[src/rtl/ppe_pkg.sv]
// Shared PE-network packet definitions: field positions, opcodes, node IDs
// and a packet builder used by every packet producer.
package ppe_pkg;

   localparam int PKT_W    = 30;
   localparam int DEST_MSB = 29;
   localparam int DEST_LSB = 26;
   localparam int OP_BIT   = 25;
   localparam int DATA_MSB = 24;
   localparam int DATA_LSB = 0;
   localparam int DATA_W   = DATA_MSB - DATA_LSB + 1;

   localparam logic [3:0] IMEM_ID = 4'd10;

   typedef enum logic {
      OP_WEIGHT = 1'b0,
      OP_INPUT  = 1'b1
   } opcode_e;

   typedef logic [PKT_W-1:0] packet_t;

   typedef enum logic [1:0] {
      ST_IDLE,
      ST_SEND,
      ST_WAIT_REQ,
      ST_DONE
   } imem_state_e;

   function automatic packet_t make_packet(input logic [3:0]        dest,
                                           input opcode_e           op,
                                           input logic [DATA_W-1:0] data);
      packet_t p;
      p                    = '0;
      p[DEST_MSB:DEST_LSB] = dest;
      p[OP_BIT]            = op;
      p[DATA_MSB:DATA_LSB] = data;
      return p;
   endfunction

endpackage

[src/rtl/imem_row_store.sv]
// Ifmap row storage: one synchronous write port, one combinational read port
// so the caller can register the row straight into its output packet.
module imem_row_store #(
   parameter int NUM_ROWS  = 25,
   parameter int ROW_WIDTH = 25,
   parameter int ADDR_W    = 5
) (
   input  logic                 clk,
   input  logic                 we,
   input  logic [ADDR_W-1:0]    waddr,
   input  logic [ROW_WIDTH-1:0] wdata,
   input  logic [ADDR_W-1:0]    raddr,
   output logic [ROW_WIDTH-1:0] rdata
);

   logic [ROW_WIDTH-1:0] mem [NUM_ROWS];

   always_ff @(posedge clk) begin
      if (we) begin
         mem[waddr] <= wdata;
      end
   end

   assign rdata = mem[raddr];

endmodule

[src/rtl/imem_responder.sv]
// Streams stored ifmap rows to a PE as INPUT packets, one row per PE request.
// Optional IMEM_ADDR_CHECK_EN: only requests addressed to IMEM_ID advance the stream.
module imem_responder
   import ppe_pkg::*;
#(
   parameter int         NUM_ROWS  = 25,
   parameter int         ROW_WIDTH = 25,
   parameter logic [3:0] PPE_ADDR  = 4'd0
) (
   input  logic                 clk,
   input  logic                 rst_n,
   input  logic                 load_en,
   input  logic [4:0]           load_addr,
   input  logic [ROW_WIDTH-1:0] load_data,
   input  logic                 start,
   input  logic                 req_valid,
   output logic                 req_ready,
   input  logic [29:0]          req_packet,
   output logic                 rsp_valid,
   input  logic                 rsp_ready,
   output logic [29:0]          rsp_packet,
   output logic                 busy,
   output logic                 done
`ifdef IMEM_ADDR_CHECK_EN
   ,
   output logic [7:0]           err_cnt
`endif
);

   localparam logic [4:0] LAST_ROW  = 5'(NUM_ROWS - 1);
   localparam logic [5:0] ROW_LIMIT = 6'(NUM_ROWS);

   imem_state_e          state_q, state_d;
   logic [4:0]           row_ptr_q, row_ptr_d;
   logic                 rsp_valid_q, rsp_valid_d;
   packet_t              rsp_packet_q, rsp_packet_d;
   logic                 req_ready_q, req_ready_d;
   logic                 busy_q, busy_d;
   logic                 done_q, done_d;
`ifdef IMEM_ADDR_CHECK_EN
   logic [7:0]           err_cnt_q, err_cnt_d;
`endif

   logic                 row_we;
   logic [4:0]           rd_addr;
   logic [ROW_WIDTH-1:0] rd_data;
   logic [DATA_W-1:0]    row_ext;
   logic                 req_fire;
   logic                 req_dest_ok;
   logic                 unused_req_bits;

   // Rows may only change while no run is reading them.
   assign row_we  = load_en && (state_q == ST_IDLE || state_q == ST_DONE)
                    && ({1'b0, load_addr} < ROW_LIMIT);
   assign rd_addr = (state_q == ST_WAIT_REQ) ? row_ptr_q : 5'd0;
   assign row_ext = DATA_W'(rd_data);

   imem_row_store #(
      .NUM_ROWS  (NUM_ROWS),
      .ROW_WIDTH (ROW_WIDTH),
      .ADDR_W    (5)
   ) u_row_store (
      .clk   (clk),
      .we    (row_we),
      .waddr (load_addr),
      .wdata (load_data),
      .raddr (rd_addr),
      .rdata (rd_data)
   );

   assign req_fire        = req_valid && req_ready_q;
   assign unused_req_bits = ^req_packet;
`ifdef IMEM_ADDR_CHECK_EN
   assign req_dest_ok = (req_packet[DEST_MSB:DEST_LSB] == IMEM_ID);
`else
   assign req_dest_ok = 1'b1;
`endif

   always_comb begin
      state_d      = state_q;
      row_ptr_d    = row_ptr_q;
      rsp_valid_d  = rsp_valid_q;
      rsp_packet_d = rsp_packet_q;
      req_ready_d  = req_ready_q;
      busy_d       = busy_q;
      done_d       = done_q;
`ifdef IMEM_ADDR_CHECK_EN
      err_cnt_d    = err_cnt_q;
`endif
      case (state_q)
         ST_IDLE, ST_DONE: begin
            if (start) begin
               state_d      = ST_SEND;
               row_ptr_d    = 5'd0;
               rsp_valid_d  = 1'b1;
               rsp_packet_d = make_packet(PPE_ADDR, OP_INPUT, row_ext);
               busy_d       = 1'b1;
               done_d       = 1'b0;
            end
         end
         ST_SEND: begin
            if (rsp_valid_q && rsp_ready) begin
               rsp_valid_d = 1'b0;
               if (row_ptr_q == LAST_ROW) begin
                  state_d = ST_DONE;
                  busy_d  = 1'b0;
                  done_d  = 1'b1;
               end else begin
                  state_d     = ST_WAIT_REQ;
                  row_ptr_d   = row_ptr_q + 5'd1;
                  req_ready_d = 1'b1;
               end
            end
         end
         ST_WAIT_REQ: begin
            if (req_fire) begin
               if (req_dest_ok) begin
                  state_d      = ST_SEND;
                  req_ready_d  = 1'b0;
                  rsp_valid_d  = 1'b1;
                  rsp_packet_d = make_packet(PPE_ADDR, OP_INPUT, row_ext);
               end
`ifdef IMEM_ADDR_CHECK_EN
               else if (err_cnt_q != 8'hFF) begin
                  err_cnt_d = err_cnt_q + 8'd1;
               end
`endif
            end
         end
         default: begin
            state_d = ST_IDLE;
         end
      endcase
   end

   always_ff @(posedge clk or negedge rst_n) begin
      if (!rst_n) begin
         state_q      <= ST_IDLE;
         row_ptr_q    <= 5'd0;
         rsp_valid_q  <= 1'b0;
         rsp_packet_q <= '0;
         req_ready_q  <= 1'b0;
         busy_q       <= 1'b0;
         done_q       <= 1'b0;
`ifdef IMEM_ADDR_CHECK_EN
         err_cnt_q    <= 8'd0;
`endif
      end else begin
         state_q      <= state_d;
         row_ptr_q    <= row_ptr_d;
         rsp_valid_q  <= rsp_valid_d;
         rsp_packet_q <= rsp_packet_d;
         req_ready_q  <= req_ready_d;
         busy_q       <= busy_d;
         done_q       <= done_d;
`ifdef IMEM_ADDR_CHECK_EN
         err_cnt_q    <= err_cnt_d;
`endif
      end
   end

   assign req_ready  = req_ready_q;
   assign rsp_valid  = rsp_valid_q;
   assign rsp_packet = rsp_packet_q;
   assign busy       = busy_q;
   assign done       = done_q;
`ifdef IMEM_ADDR_CHECK_EN
   assign err_cnt    = err_cnt_q;
`endif

endmodule
[config.mk]
export PLATFORM = sky130hd
export DESIGN_NAME = imem_responder
export DESIGN_NICKNAME = d
export VERILOG_FILES = /design/src/rtl/ppe_pkg.sv /design/src/rtl/imem_row_store.sv /design/src/rtl/imem_responder.sv
export SDC_FILE = /design/constraint.sdc
export NUM_CORES = 1
export LEC_CHECK = 0
export ABC_AREA = 1
export ABC_CLOCK_PERIOD_IN_PS = 5500
export CAP_MARGIN = 20
export CORE_MARGIN = 1
export CORE_UTILIZATION = 60
export DETAILED_ROUTE_END_ITERATION = 8
export DONT_BUFFER_PORTS = 1
export GPL_ROUTABILITY_DRIVEN = 0
export PLACE_DENSITY = 0.75
export SYNTH_ARGS = -nofsm -noshare
export SYNTH_HDL_FRONTEND = slang
export SYNTH_HIERARCHICAL = 1
export SYNTH_SLANG_ARGS = --single-unit
[constraint.sdc]
create_clock -name clk -period 5.5 [get_ports clk]
set_input_delay 1.1 -clock clk [delete_from_list [all_inputs] [get_ports clk]]
set_output_delay 1.1 -clock clk [all_outputs]
set_load 0.02 [all_outputs]
==> impl_metrics.yaml <==
cts:
  cts_setup_buffers: 0
  cts_resized: 0
  clk_pin_slew_worst_paths_ns: 0.06
  ctsHtreeMaxLevel: 3
  clockRootBuffer: "clkbuf_16"
  clock_latency_ns: 0.60
  cts_buffers: 67
  cts_tree: "built"
  cts_hold_buf: 0
  cts_num_sinks: 662
  cts_buffer_depth: 3
worst_hold_path:
  hold_path.class: "input port to async pin"
sta:
  hold_violations: 0
  relSlewSlack_pct: 21.1
  rsz0062_at_grt: "false"
  period_needed_ns: 3.74
  max_clock_freq_mhz: 267
  finClkSkew_ns: 0.0206
  hold_ws_ns: 0.197
  setup_viol: 0
  post-route-period-util_pct: 68.0
  setup_tns_ns: 0
  slew_violations: 0
  worst_pin_slew_ns: 1.18
drt:
  ant_nets: 0
  wl_per_cell_um: 20.5
  avgViaCountPerCell: 5.77
  routed_wl_mm: 68.0
  wl_met3_mm: 6.49
  via_count: 19100
  dr.max_layer_used: "met4"
  drt_iter0_markers: 2282
  firstDrtPassIters: 7
  drt-met1-wl_mm: 25.9
  drc_errors: 10
  dr_wl_met2_mm: 33.7
die:
  coreArea_sq_um: 46700
  die_w_um: 220
  die_area_sq_um: 48300
  initial_core_util_pct: 61.0
  std_cell_rows: 79
  io_pins: 100
  fp.dieH_um: 220
logic_synthesis:
  synth_top_family_by_area: "simple AND/OR/NAND/NOR gates"
  synthCells: 2699
  synthMuxAreaShare_pct: 0
  synth_compound_area_share_pct: 0.817
  synth_edf_count: 625
  synth_area_per_cell_sq_um: 10.6
  syn_area_sq_um: 28500
  synthFlopType: "edfxtp_1"
  synth-async-reset-ratio_pct: 5.59
  ys_types: 27
  synthSimpleGateAreaFrac_pct: 21.5
  synth-seq-cells: 662
  synthAdderAreaFrac_pct: 0.176
  ys_seq_area_share_pct: 69.2
  ys_warn_count: 6
  synth_xor_xnor_area_share_pct: 0.0308
final_layout:
  layout_commonest_cell: "nand2_1"
  diodes: 0
  final_cell_mix: "nand2_1, edfxtp_1, nand3_1"
  design_area_sq_um: 31300
  synthToLayoutAreaGrowth_pct: 9.77
  layout-drive-gt1-share_pct: 6.94
  fill_cells: 3326
  layout.nets: 2729
setup_path:
  path_max_fanout: 35
  r2r_cells: 14
  required_ns: 6.00
  crit_arrival_ns: 4.24
  crit_type: "register to register"
  cp-end-kind: "register"
  reg2reg_to: "rsp_packet[23]"
  r2r-start: "state_q[0]"
  r2r_slack_ns: 1.76
  start_kind: "register"
global_routing:
  gr-total-overflow: 0
  grt_antenna_before_repair: 2
  grt_start_max_net_pins: 171
  grt_pass1_wl_mm: 101
  grt_pass1_vias: 18200
  track_usage_pct: 28.3
power_and_ir_drop:
  power_density_nw_per_um2: 382
  ir_drop_uv: 279
  p_leak_uw: 0.0128
place:
  placed_area_sq_um: 28900
  io_buffers: 0
  post-dp-hpwl_mm: 34.5
status:
  violations: "design-rule violations"
  status: "finished, violations left"
job:
  drv_cap: 0
==> area by class of cell <==
cell class | count | area [sq um] | share of cell area, %
Clock buffer | 90 | 1850 | 5.91
Clock inverter | 30 | 295 | 0.945
Inverter | 405 | 1540 | 4.93
Multi-Input combinational cell | 1492 | 6620 | 21.2
Sequential cell | 662 | 19700 | 63.0
Tap cell | 607 | 759 | 2.43
Timing Repair Buffer | 31 | 500 | 1.60
==> registers in the layout (all words and copies together) (netlist names) <==
register	flops
busy	1
done	1
req_ready	1
row_ptr_q	5
rsp_packet	26
rsp_valid	1
state_q	2
u_row_store/mem	625
==> worst max-delay path by stage <==
stage / start / to / slack [ns] / cells after the start
global placement: state_q[0] / rsp_packet[23] / 1.85 / 14
CTS: state_q[0] / rsp_packet[23] / 1.79 / 14
detailed placement: state_q[0] / rsp_packet[23] / 1.80 / 14
floorplan: load_addr[2] / u_row_store/mem[24][0] / 1.00 / 4
finish: state_q[0] / rsp_packet[23] / 1.76 / 14
global route: state_q[0] / rsp_packet[23] / 1.59 / 14
==> synth_stat cells (10+ instances only) <==
master,n,area (sq um)
o21ai_0,33,165
buf_1,10,37.5
edfxtp_1,625,18800
nand2_1,859,3220
buf_2,65,325
dfrtp_1,37,926
nor2_1,61,229
nand3_1,476,2380
or2_2,34,213
buf_6,11,124
inv_1,403,1510
buf_4,39,293
clkbuf_1,17,63.8
==> per-stage QoR <==
step	power (uW)	util, %	setup WS (ns)	cells
3_5_place_dp	7560	62.0	1.80	3190
6_report	12000	67.0	1.76	3317
2_1_floorplan	7160	-	1.00	2702
3_3_place_gp	7450	61.7	1.85	3184
5_1_grt	12400	67.0	1.59	3317
4_1_cts	12000	66.6	1.79	3310
==> where the power goes <==
| group | switching, uW | total, uW | internal (uW) |
|---|---|---|---|
| combinational | 1120 | 1590 | 464 |
| sequential | 224 | 5920 | 5690 |
| clock | 1810 | 4450 | 2640 |
==> worst max-delay path: stages, from the launching register on <==
cell,delay [ns]
dfrtp_1,0.35
inv_1,0.06
ha_1,0.33
nand2_1,0.14
clkinv_2,0.47
inv_2,0.92
buf_4,0.49
nand3_1,0.14
nand2_1,0.09
nand2_1,0.06
nand2_1,0.12
nand2_1,0.07
nand2_1,0.11
inv_1,0.11
o21ai_0,0.17
==> metal layers <==
| metal | up-vias | GRT usage [%] |
|---|---|---|
| met2 | 1006 | 47.4 |
| met4 | 0 | 11.7 |
| met5 | - | 0 |
| met3 | 163 | 4.86 |
| li1 | 8726 | - |
| met1 | 9237 | 36.8 |
==> logic make-up (layout without fill, tap and decap cells) <==
logic type / count (synthesis) / after routing
buf+inv: 548 / 556
flops: 662 / 662
compound gates: 42 / 42
simple gates: 1441 / 1441
other cells: 1 / 4
fa+ha+maj: 4 / 4
xor+xnor: 1 / 1
Power figures use the tool's default switching activity.
